<file path="config.mk">
export PLATFORM = sky130hd
export DESIGN_NAME = uart_msg_tx_flat
export DESIGN_NICKNAME = d
export VERILOG_FILES = /design/src/rtl/uart_msg_tx_if.sv /design/src/rtl/uart_msg_tx.sv /design/src/flat_wrapper.sv
export SDC_FILE = /design/constraint.sdc
export NUM_CORES = 1
export LEC_CHECK = 0
export ABC_AREA = 1
export CORE_MARGIN = 1
export CORE_UTILIZATION = 55
export CTS_CLUSTER_DIAMETER = 80
export DETAILED_ROUTE_END_ITERATION = 7
export GPL_ROUTABILITY_DRIVEN = 0
export GPL_TIMING_DRIVEN = 0
export PLACE_DENSITY_LB_ADDON = 0.2
export SLEW_MARGIN = 0
export SYNTH_ARGS = -nofsm -noshare
export SYNTH_HDL_FRONTEND = slang
export SYNTH_SLANG_ARGS = --single-unit
</file>
<file path="constraint.sdc">
create_clock -name clk -period 2.86 [get_ports clk]
set_clock_uncertainty 0.15 [all_clocks]
set_input_delay 0.286 -clock clk [delete_from_list [all_inputs] [get_ports clk]]
set_output_delay 0.286 -clock clk [all_outputs]
set_load 0.01 [all_outputs]
</file>
<file path="src/rtl/uart_msg_tx_if.sv">
// Request/BRAM-read bundle between the message core/arbiter and uart_msg_tx.
// The slave side is the transmitter. The master side is the core plus the BRAM read port.
interface uart_msg_tx_if #(
  parameter int WIDTH = 8,
  parameter int LEN   = 256
);
  localparam int AW = $clog2(LEN);

  logic          start;
  logic [AW-1:0] base;
  logic [AW:0]   len;
  logic [AW-1:0] addr;
  logic [WIDTH-1:0] dout;
  logic          busy;
  logic          done;

  modport slave  (input start, base, len, dout, output addr, busy, done);
  modport master (output start, base, len, dout, input addr, busy, done);
endinterface

</file>
<file path="src/rtl/uart_msg_tx.sv">
// Streams len bytes from BRAM starting at base onto an 8N1 UART line, LSB first.
// Frames are sent back to back, and done pulses one cycle after the final stop bit.
module uart_msg_tx #(
  parameter int WIDTH        = 8,
  parameter int LEN          = 256,
  parameter int CLKS_PER_BIT = 104
) (
  input  logic              clk,
  input  logic              rst_n,
  uart_msg_tx_if.slave      bus,
  output logic              TX
);
  localparam int AW = $clog2(LEN);
  localparam int CW = $clog2(CLKS_PER_BIT);
  localparam int BW = $clog2(WIDTH + 1);

  typedef enum logic [2:0] {IDLE, FETCH, LOAD, START, DATA, STOP, FIN} state_t;

  state_t           state_q;
  logic             tx_q, busy_q, done_q;
  logic [AW-1:0]    addr_q;
  logic [AW:0]      rem_q;
  logic [CW-1:0]    cnt_q;
  logic [BW-1:0]    bit_q;
  logic [WIDTH-1:0] sh_q;
  logic [AW-1:0]    addr_d;
  logic             last_clk;

  assign addr_d   = (addr_q == AW'(LEN - 1)) ? '0 : addr_q + 1'b1;
  assign last_clk = (cnt_q == CW'(CLKS_PER_BIT - 1));

  // TX is registered from the state, so the line lags the state by one clock.
  // That lag places the first start bit on the third clock edge after start is accepted.
  always_ff @(posedge clk or negedge rst_n) begin
    if (!rst_n) begin
      state_q <= IDLE;
      tx_q    <= 1'b1;
      busy_q  <= 1'b0;
      done_q  <= 1'b0;
      addr_q  <= '0;
      rem_q   <= '0;
      cnt_q   <= '0;
      bit_q   <= '0;
      sh_q    <= '0;
    end else begin
      done_q <= 1'b0;
      case (state_q)
        IDLE: if (bus.start) begin
          busy_q  <= 1'b1;
          addr_q  <= bus.base;
          rem_q   <= bus.len;
          state_q <= (bus.len == '0) ? FIN : FETCH;
        end
        FETCH: state_q <= LOAD;
        LOAD: begin
          sh_q    <= bus.dout;
          addr_q  <= addr_d;
          rem_q   <= rem_q - 1'b1;
          cnt_q   <= '0;
          state_q <= START;
        end
        START: begin
          tx_q <= 1'b0;
          if (last_clk) begin
            cnt_q   <= '0;
            bit_q   <= '0;
            state_q <= DATA;
          end else cnt_q <= cnt_q + 1'b1;
        end
        DATA: begin
          tx_q <= sh_q[0];
          if (last_clk) begin
            cnt_q <= '0;
            sh_q  <= sh_q >> 1;
            if (bit_q == BW'(WIDTH - 1)) state_q <= STOP;
            else bit_q <= bit_q + 1'b1;
          end else cnt_q <= cnt_q + 1'b1;
        end
        STOP: begin
          tx_q <= 1'b1;
          if (last_clk) begin
            cnt_q <= '0;
            if (rem_q == '0) state_q <= FIN;
            else begin
              // The address has already advanced, so dout holds the next byte here.
              sh_q    <= bus.dout;
              addr_q  <= addr_d;
              rem_q   <= rem_q - 1'b1;
              state_q <= START;
            end
          end else cnt_q <= cnt_q + 1'b1;
        end
        FIN: begin
          done_q  <= 1'b1;
          busy_q  <= 1'b0;
          state_q <= IDLE;
        end
        default: state_q <= IDLE;
      endcase
    end
  end

  assign TX       = tx_q;
  assign bus.addr = addr_q;
  assign bus.busy = busy_q;
  assign bus.done = done_q;
endmodule
</file>
<file path="src/flat_wrapper.sv">
// flat-port wrapper written by rule: the top's interface ports become plain ports
module uart_msg_tx_flat 
#(
  parameter int WIDTH        = 8,
  parameter int LEN          = 256,
  parameter int CLKS_PER_BIT = 104
)
  (clk, rst_n, TX, bus_start, bus_base, bus_len, bus_dout, bus_addr, bus_busy, bus_done);
  uart_msg_tx_if #(.WIDTH(WIDTH), .LEN(LEN)) bus_i ();
  input  logic clk;
  input  logic rst_n;
  output logic TX;
  input wire logic [$bits(bus_i.start)-1:0] bus_start;
  input wire logic [$bits(bus_i.base)-1:0] bus_base;
  input wire logic [$bits(bus_i.len)-1:0] bus_len;
  input wire logic [$bits(bus_i.dout)-1:0] bus_dout;
  output wire logic [$bits(bus_i.addr)-1:0] bus_addr;
  output wire logic [$bits(bus_i.busy)-1:0] bus_busy;
  output wire logic [$bits(bus_i.done)-1:0] bus_done;
  assign bus_i.start = bus_start;
  assign bus_i.base = bus_base;
  assign bus_i.len = bus_len;
  assign bus_i.dout = bus_dout;
  assign bus_addr = bus_i.addr;
  assign bus_busy = bus_i.busy;
  assign bus_done = bus_i.done;
  uart_msg_tx #(.WIDTH(WIDTH), .LEN(LEN), .CLKS_PER_BIT(CLKS_PER_BIT)) u_core (.clk(clk), .rst_n(rst_n), .bus(bus_i), .TX(TX));
endmodule
</file>
# After elaboration in Yosys (flattened, before gate mapping)
# Cells that the tools add are included.
# op_classes
n_addsub	4
eq_ne	16
n_mux	31
n_reduce_logical	15
# ops
op	n
2-to-1 mux 8 bit	7
case mux 8 bit (3 select lines)	2
2-to-1 mux 9 bit	3
case mux 9 bit (3 select lines)	1
2-to-1 mux 3 bit	7
zero test 9 bit	2
case mux 3 bit (6 select lines)	1
case mux 7 bit (2 select lines)	1
2-to-1 mux 4 bit	3
AND reduction 4 bit	3
== test 3 bit, second input constant	3
nonzero test 3 bit	3
subtractor 9 x 1 -> 9 bit, second input constant	1
adder 8 x 1 -> 8 bit, second input constant	1
== test 8 bit, second input constant	1
!= test 2 x 1 -> 1 bit, second input constant	4
case mux 4 bit (2 select lines)	1
adder 7 x 1 -> 7 bit, second input constant	1
== test 7 bit, second input constant	1
2-to-1 mux 7 bit	1
== test 3 x 2 -> 1 bit, second input constant	2
!= test 2 bit, second input constant	3
nonzero test 2 bit	3
AND reduction 5 bit	1
9 further kinds	10
# word_totals
register_bits	42
inputBits	28
output_inout_bits	11
word_cells	75

# Depth between registers and ports, before layout
# Gate-level depths: netlist of the first run.
# depth
ltp_word	5
depth_mapped	10
mapped_depth_nobuf	10

# Worst setup path after synthesis of the first run
# Ideal clock, no wire load.
# synth_timing
path_type	register -> register
startpoint	reg u_core.rem_q[0]
endpoint	reg u_core.addr_q[5], in the netlist u_core.bus.addr[5]
setup_time_ps	116
arrival_time_ps	1429
t_required_ps	2594
setup_slack_ps	1165
stages_incl_launch_ff	11
n_path_buf	1
synth_period_minus_slack_ps	1695
path_cell_list	dfrtp_1 > inv_1 > ha_1 > nand2_1 > nor2_2 > nand3_4 > nand2_4 > nor2_4 > buf_6 > nand2_1 > nand2_1
# synth_between
elab_chain_len	3
# synth_lines
element	line_no	text
start, declared	uart_msg_tx.sv:22	logic [AW:0] rem_q;
start signal, assigned	uart_msg_tx.sv:51	rem_q <= bus.len;
start signal, assigned	uart_msg_tx.sv:58	rem_q <= rem_q - 1'b1;
start signal, assigned	uart_msg_tx.sv:88	rem_q <= rem_q - 1'b1;
zero test 9 bit	uart_msg_tx.sv:83	if (rem_q == '0) state_q <= FIN;
!= test 2 bit (no source line)	--	
AND reduction 4 bit (no source line)	--	
end signal, assigned	uart_msg_tx.sv:50	addr_q <= bus.base;
end signal, assigned	uart_msg_tx.sv:57	addr_q <= addr_d;
end signal, assigned	uart_msg_tx.sv:87	addr_q <= addr_d;
end, declared	uart_msg_tx.sv:21	logic [AW-1:0] addr_q;
# No other way between the ends.
# A chain may end at the register's enable or synchronous reset.

# Worst setup path in the final report of the first run
# layout_timing
startpoint	reg u_core.rem_q[0]
endpoint	reg u_core.rem_q[0]
# layout_between
elab_chain_len	4
elab_cells_between_ends	7
cone_classes	1 x add/sub; 1 x eq/ne; 3 x mux; 2 x reduce/logical
# layout_lines
element	line_no	text
subtractor 9 x 1 -> 9 bit	uart_msg_tx.sv:58, uart_msg_tx.sv:88	
2-to-1 mux 9 bit	uart_msg_tx.sv:83	
2-to-1 mux 9 bit	uart_msg_tx.sv:81	if (last_clk) begin
case mux 9 bit (3 select lines)	uart_msg_tx.sv:47	case (state_q)
# Several ways; a longest one is shown, not always the timed one. The select of a mux whose other input is x is not followed.

==> impl_metrics.tcl, run 1 <==
set metrics [dict create \
    cts_buffers 5 \
    grt_pass1_vias 2424 \
    area_delta_synth_final_pct 21.7 \
    ys_ff_latch 42 \
    synth_area_leaders "dfrtp_1 38%, nand2_1 24%, nor2_1 5.0%" \
    crit_type "flip-flop to flip-flop" \
    synthSimpleGateAreaFrac_pct 42.1 \
    initial_utilization_pct 56.9 \
    syn-cell-area_um2 2690 \
    synth_xor_area_share_pct 1.95 \
    yosysUniqueCellTypes 34 \
    arrival_ns 1.95 \
    cap_violations 0 \
    synth_cells 384 \
    slew_headroom_pct 72.7 \
    ys_warn_count 0 \
    die_y_um 71.9 \
    cts-root-buf "clkbuf_8" \
    die_x_um 71.9 \
    overflow 0 \
    path_clk_slew_ns 0.08 \
    layout_commonest_cell "nand2_1" \
    multi_input_area_um2 1440 \
    grt_max_degree 27 \
    clkLatencyLatePin_ns 0.30 \
    crit_path_end_kind "flip-flop" \
    syn-num-nets 416 \
    port_buffers 38 \
    n_antenna_cell 0 \
    grt_first_pass_wirelength_um 10100 \
    cts_max_path_buffers 2 \
    seq_area_um2 1050 \
    drv_slew 0 \
    drc_errors 0 \
    io_pins 39 \
    grt_use_total_pct 24.8 \
    hp-class "input pin to async pin" \
    final_cell_mix "170 x nand2_1, 41 x dfrtp_1, 37 x clkdlybuf4s50_1" \
    antenna_found_initial 0 \
    rows 25 \
    worst_pin_slew_ns 0.410 \
    cts_num_sinks 42 \
    drt_wl_total_um 5880 \
    timing.fmax_ghz 0.524 \
    leakage_nw 1.63 \
    synth-adder-area-share_pct 1.86 \
    wl_per_cell_um 11.8 \
    cp_max_fo 10 \
    hold_viol 0 \
    coreArea_um2 4720 \
    drive_gt1_share_pct 9.03 \
    first_pass_iters 4 \
    vias 2535 \
    nNetsFinal 463 \
    cp.required_ns 2.90 \
    ant_nets 0 \
    muxShareOfSynthArea_pct 0 \
    status "finished clean" \
    htreeDepth 2 \
    cp-start-kind "flip-flop" \
    yosys.area.top_type "dfrtp_1" \
    viasPerCell 5.08 \
    synth_seq_area_share_pct 39.1 \
    synth_top_family_by_area "simple AND/OR/NAND/NOR gates" \
    whs_ns 0.295 \
    power.density_nw_per_um2 330 \
    synth_top_area_share_pct 38.2 \
    timing.final.crit_share_pct 66.8 \
    rsz0062_at_grt "false" \
    synth-compound-area-share_pct 7.49 \
    peakVddDrop_mv 0.262 \
    fin_crit_ns 1.91 \
    tritoncts "yes" \
    dp_hpwl_um 4360 \
    dieArea_um2 5170 \
    syn_avg_cell_area_um2 7.00 \
    drt_iter0_drc 173 \
    fill_cells 393 \
    setup_viol 0 \
    tns_ns 0 \
]
[cell type report]
type | count | share of cell area [%]
inverter | 30 | 3.44
timing repair buffer | 40 | 12.4
clock inverter | 2 | 0.382
sequential | 42 | 32.1
buffer | 10 | 2.71
clock buffer | 6 | 2.52
tap | 67 | 2.56
multi-input combinational | 302 | 43.8
[stage by stage]
step	util, %	power, mW	setup slack [ns]	instance area [µm²]	instances
after floorplan	-	0.634	1.17	2690	384
after global placement	66.8	0.688	0.189	3150	489
after detailed placement	67.1	0.691	0.988	3170	490
after CTS	69.3	1.10	0.950	3270	499
after global routing	69.3	1.12	0.813	3270	499
final	69.3	1.08	0.951	3270	499
[flip-flops by register name (all words and copies together), names as in the netlist]
register,flops
u_core.TX,1
u_core.bit_q,4
u_core.bus.addr,8
u_core.bus.busy,1
u_core.bus.done,1
u_core.cnt_q,7
u_core.rem_q,9
u_core.sh_q,8
u_core.state_q,3
[worst max-delay path, cell delays in order (launching register included)]
cell and delay (ns):
dfrtp_1 0.38, inv_1 0.14, ha_1 0.25, nand2_1 0.13, nor2_2 0.19, nand3_4 0.15
nand2_4 0.11, nor2_4 0.05, buf_6 0.15, nand2_1 0.06, nand2_1 0.05
[power breakdown]
part	leakage, nW	switching (mW)	internal, mW
Clock	0.0472	0.208	0.194
Combinational	1.10	0.0318	0.0459
Sequential	0.487	0.00287	0.599
[repair_timing]
action                                 CTS  global route
endpoints found under the hold margin   16             0
gates resized for setup                  0             0
hold buffers                             1             0
buffers inserted                         0             0
[cell usage after synthesis]
| library cell | count |
|---|---|
| a21oi_1 | 8 |
| a21oi_4 | 1 |
| a22o_1 | 1 |
| and2_1 | 1 |
| buf_2 | 2 |
| buf_4 | 3 |
| buf_6 | 5 |
| dfrtp_1 | 41 |
| dfstp_2 | 1 |
| ha_1 | 4 |
| inv_1 | 28 |
| inv_2 | 2 |
| nand2_1 | 170 |
| nand2_2 | 2 |
| nand2_4 | 2 |
| nand3_1 | 26 |
| nand3_2 | 2 |
| nand3_4 | 2 |
| nand3b_1 | 4 |
| nand3b_4 | 1 |
| nand4_1 | 3 |
| nor2_1 | 36 |
| nor2_2 | 2 |
| nor2_4 | 3 |
| nor3_1 | 2 |
| o211ai_1 | 1 |
| o21ai_0 | 16 |
| o21ai_1 | 3 |
| o21bai_1 | 1 |
| o22ai_1 | 3 |
| o31ai_1 | 1 |
| or2_2 | 1 |
| xnor2_1 | 2 |
| xor2_1 | 4 |
[path summary, 6_finish.rpt]
check	from	endpoint	slack, ns	cells past startpoint
setup / recovery	u_core.rem_q[0]$_DFFE_PN0P_	u_core.rem_q[0]$_DFFE_PN0P_	0.95	10
hold / removal	rst_n	u_core.rem_q[3]$_DFFE_PN0P_	0.29	2
setup reg to reg	u_core.rem_q[0]$_DFFE_PN0P_	u_core.rem_q[0]$_DFFE_PN0P_	0.95	10
hold reg to reg	u_core.sh_q[0]$_DFFE_PN0P_	u_core.sh_q[0]$_DFFE_PN0P_	0.32	2
max in group asynchronous	rst_n	u_core.TX$_DFFE_PN1P_	1.71	3
min in group clk	u_core.sh_q[0]$_DFFE_PN0P_	u_core.sh_q[0]$_DFFE_PN0P_	0.32	2
[cell families (layout without fill, tap and decap cells)]
logic type,count (synthesis),in the layout
XOR/XNOR,6,6
AND/OR/NAND/NOR,257,257
AO/OA/AOI/OAI,35,35
buffers and inverters,40,88
adder cells (fa/ha/maj),4,4
flip-flops,42,42
[routing by layer]
| metal | share of wire, % | vias up | GRT usage [%] |
|---|---|---|---|
| li1 | - | 1301 | - |
| met2 | 51 | 53 | 44.5 |
| met1 | 45 | 1177 | 29.4 |
| met4 | 0.51 | 0 | 9.15 |
| met5 | 0 | - | 0 |
| met3 | 3.5 | 4 | 4.86 |
(Power assumes the default switching activity.)
==> run 2, diff against run 1 <==
- CORE_UTILIZATION: 55 -> 49
- clock period: 2.86 -> 1.7 ns (I/O delays scaled with it)
==> impl_metrics.tcl, run 2 (synthesized netlist as in run 1, its figures left out) <==
set metrics [dict create \
    status "finished clean" \
    path_clk_slew_ns 0.08 \
    worst_r2r_path_depth 10 \
    arrival_ns 1.76 \
    drt_wl_total_um 6350 \
    dieArea_um2 5790 \
    antenna_found_initial 0 \
    cp-start-kind "flip-flop" \
    rsz0062_at_grt "true" \
    clkLatencyLatePin_ns 0.30 \
    p_switching_mw 0.409 \
    endpoint "u_core.rem_q[4]$_DFFE_PN0P_" \
    n_antenna_cell 0 \
    die_x_um 76.1 \
    seq_area_um2 1050 \
    rr_startpoint "u_core.rem_q[1]$_DFFE_PN0P_" \
    grt_first_pass_wirelength_um 10600 \
    crit_path_end_kind "flip-flop" \
    final_cells 522 \
    rows 26 \
    finalInstanceArea_um2 3560 \
    first_pass_iters 4 \
    hp-class "input pin to async pin" \
    crit_cells 10 \
    largest_reg_flops 9 \
    area_delta_synth_final_pct 32.6 \
    grt_pass1_vias 2398 \
    cp.required_ns 1.76 \
    overflow 0 \
    slowest_delay_ns 0.41 \
    setup_viol 0 \
    cts-root-buf "clkbuf_8" \
    fin_util_pct 68.5 \
    startpoint "u_core.rem_q[1]$_DFFE_PN0P_" \
    grt_max_degree 35 \
    drt_iter0_drc 86 \
    cp_max_fo 10 \
    dp.cells 493 \
    cts_num_sinks 42 \
    wl_per_cell_um 12.2 \
    largest_register "u_core.rem_q" \
    pwr-share-seq_pct 56.9 \
    grt_use_total_pct 22.4 \
    cpMaxStageDelayCell "dfrtp_1" \
    hold_viol 0 \
    nNetsFinal 483 \
    timing.final.crit_share_pct 99.7 \
    viasPerCell 4.99 \
    cap_violations 0 \
    ff2ff_setup_slack_ns 0.005 \
    cpLargestDelayFamily "simple AND/OR/NAND/NOR gates" \
    drv_slew 0 \
    cts_max_path_buffers 2 \
    p_comb_share_pct 7.5 \
    fill_cells 443 \
    drive_gt1_share_pct 18.6 \
    crit_buf_inv 3 \
    cts_buffers 5 \
    fin_crit_ns 1.69 \
    leakage_nw 1.78 \
    coreArea_um2 5200 \
    clkPwrFrac_pct 35.6 \
    crit_type "flip-flop to flip-flop" \
    drc_errors 0 \
    r2r-end "u_core.rem_q[4]$_DFFE_PN0P_" \
    vias 2605 \
    whs_ns 0.115 \
    port_buffers 38 \
    switching_share_pct 23.0 \
    slew_headroom_pct 75.0 \
    intPower_mw 1.37 \
    critical_path.cell_chain "inv_2 -> ha_4 -> nand2_4 -> nor2_4 -> nand3_4 -> buf_4 -> nand3b_4 -> buf_8 -> nand2_1 -> o21ai_1" \
    placed_cell_area_um2 3170 \
    fin_total_pwr_mw 1.78 \
    htreeDepth 2 \
    ant_nets 0 \
    power.density_nw_per_um2 499 \
    worst_pin_slew_ns 0.372 \
    initial_utilization_pct 51.7 \
    peakVddDrop_mv 0.481 \
    die_y_um 76.1 \
    timing.fmax_ghz 0.590 \
    layout_commonest_cell "nand2_1" \
    tritoncts "yes" \
    io_pins 39 \
    dp_hpwl_um 4210 \
    multi_input_area_um2 1550 \
    final_cell_mix "164 x nand2_1, 39 x dfrtp_1, 36 x clkdlybuf4s50_1" \
]
[run 2: cell types whose count changed in the layout (fill, tap and decap cells not counted), moves of 4 or more]
cell / previous run / this run
inv_2: 2 / 6
nor2_1: 36 / 31
buf_4: 3 / 21
nand2_1: 170 / 164
inv_1: 28 / 22
nand3_1: 26 / 22
[run 2: metal layers]
| layer | vias to the layer above | routed length (µm) | GRT usage [%] |
|---|---|---|---|
| met5 | - | 0 | 0 |
| met4 | 0 | 88 | 6.54 |
| met3 | 9 | 209 | 3.35 |
| met2 | 53 | 3120 | 39.2 |
| met1 | 1194 | 2930 | 28.6 |
| li1 | 1349 | - | - |
[run 2: stage by stage]
stage	setup WS (ns)	setup TNS, ns
CTS	0.00106	0
floorplan	0.00509	0
detailed placement	-0.190	-3.80
global route	-0.104	-1.81
finish	0.00514	0
global placement	-0.880	-39.29
[run 2: worst min path at each step]
stage / endpoint / slack [ns] / depth (start not counted) / startpoint
after floorplan: u_core.bit_q[0]$_DFFE_PN0P_ / -0.28 / 0 / rst_n
after global routing: u_core.rem_q[5]$_DFFE_PN0P_ / 0.13 / 2 / rst_n
after global placement: u_core.sh_q[4]$_DFFE_PN0P_ / 0.30 / 2 / u_core.sh_q[4]$_DFFE_PN0P_
after detailed placement: u_core.rem_q[5]$_DFFE_PN0P_ / -0.1 / 1 / rst_n
final: u_core.rem_q[6]$_DFFE_PN0P_ / 0.11 / 2 / rst_n
after CTS: u_core.rem_q[6]$_DFFE_PN0P_ / 0.11 / 2 / rst_n
[run 2: power groups by stage]
stage / combinational (mW) / clock, mW / sequential (mW)
2_1_floorplan: 0.0357 / 0 / 1.03
3_3_place_gp: 0.126 / 0 / 1.03
3_5_place_dp: 0.131 / 0 / 1.03
4_1_cts: 0.133 / 0.653 / 1.01
5_1_grt: 0.150 / 0.688 / 1.01
6_report: 0.134 / 0.633 / 1.01
[run 2: repair_timing]
item | 4_1_cts | 5_1_grt
gates cloned | 1 | 0
gates resized for setup | 11 | 36
buffers inserted | 9 | 10
endpoints found under the setup margin | 29 | 34
pin swaps | 7 | 9
hold buffers | 1 | 0
hold endpoints to repair | 41 | 0
[run 2: worst register-to-register path, delay by kind of cell, from the launching register on]
kind                       cells  cell delay, ns
adders and majority gates      1            0.16
DFF                            1            0.41
buffers and inverters          3            0.38
AOI/OAI and AO/OA              1            0.08
and+or+nand+nor                5            0.45
[run 2: final cells by class]
class	count	share of cell area (%)
repair buffers	60	15.9
plain buffers	10	2.98
well taps	70	2.46
inverters	30	3.33
flip-flops and latches	42	29.6
clock inverters	2	0.281
clock buffers	6	2.04
multi-input cells	302	43.5
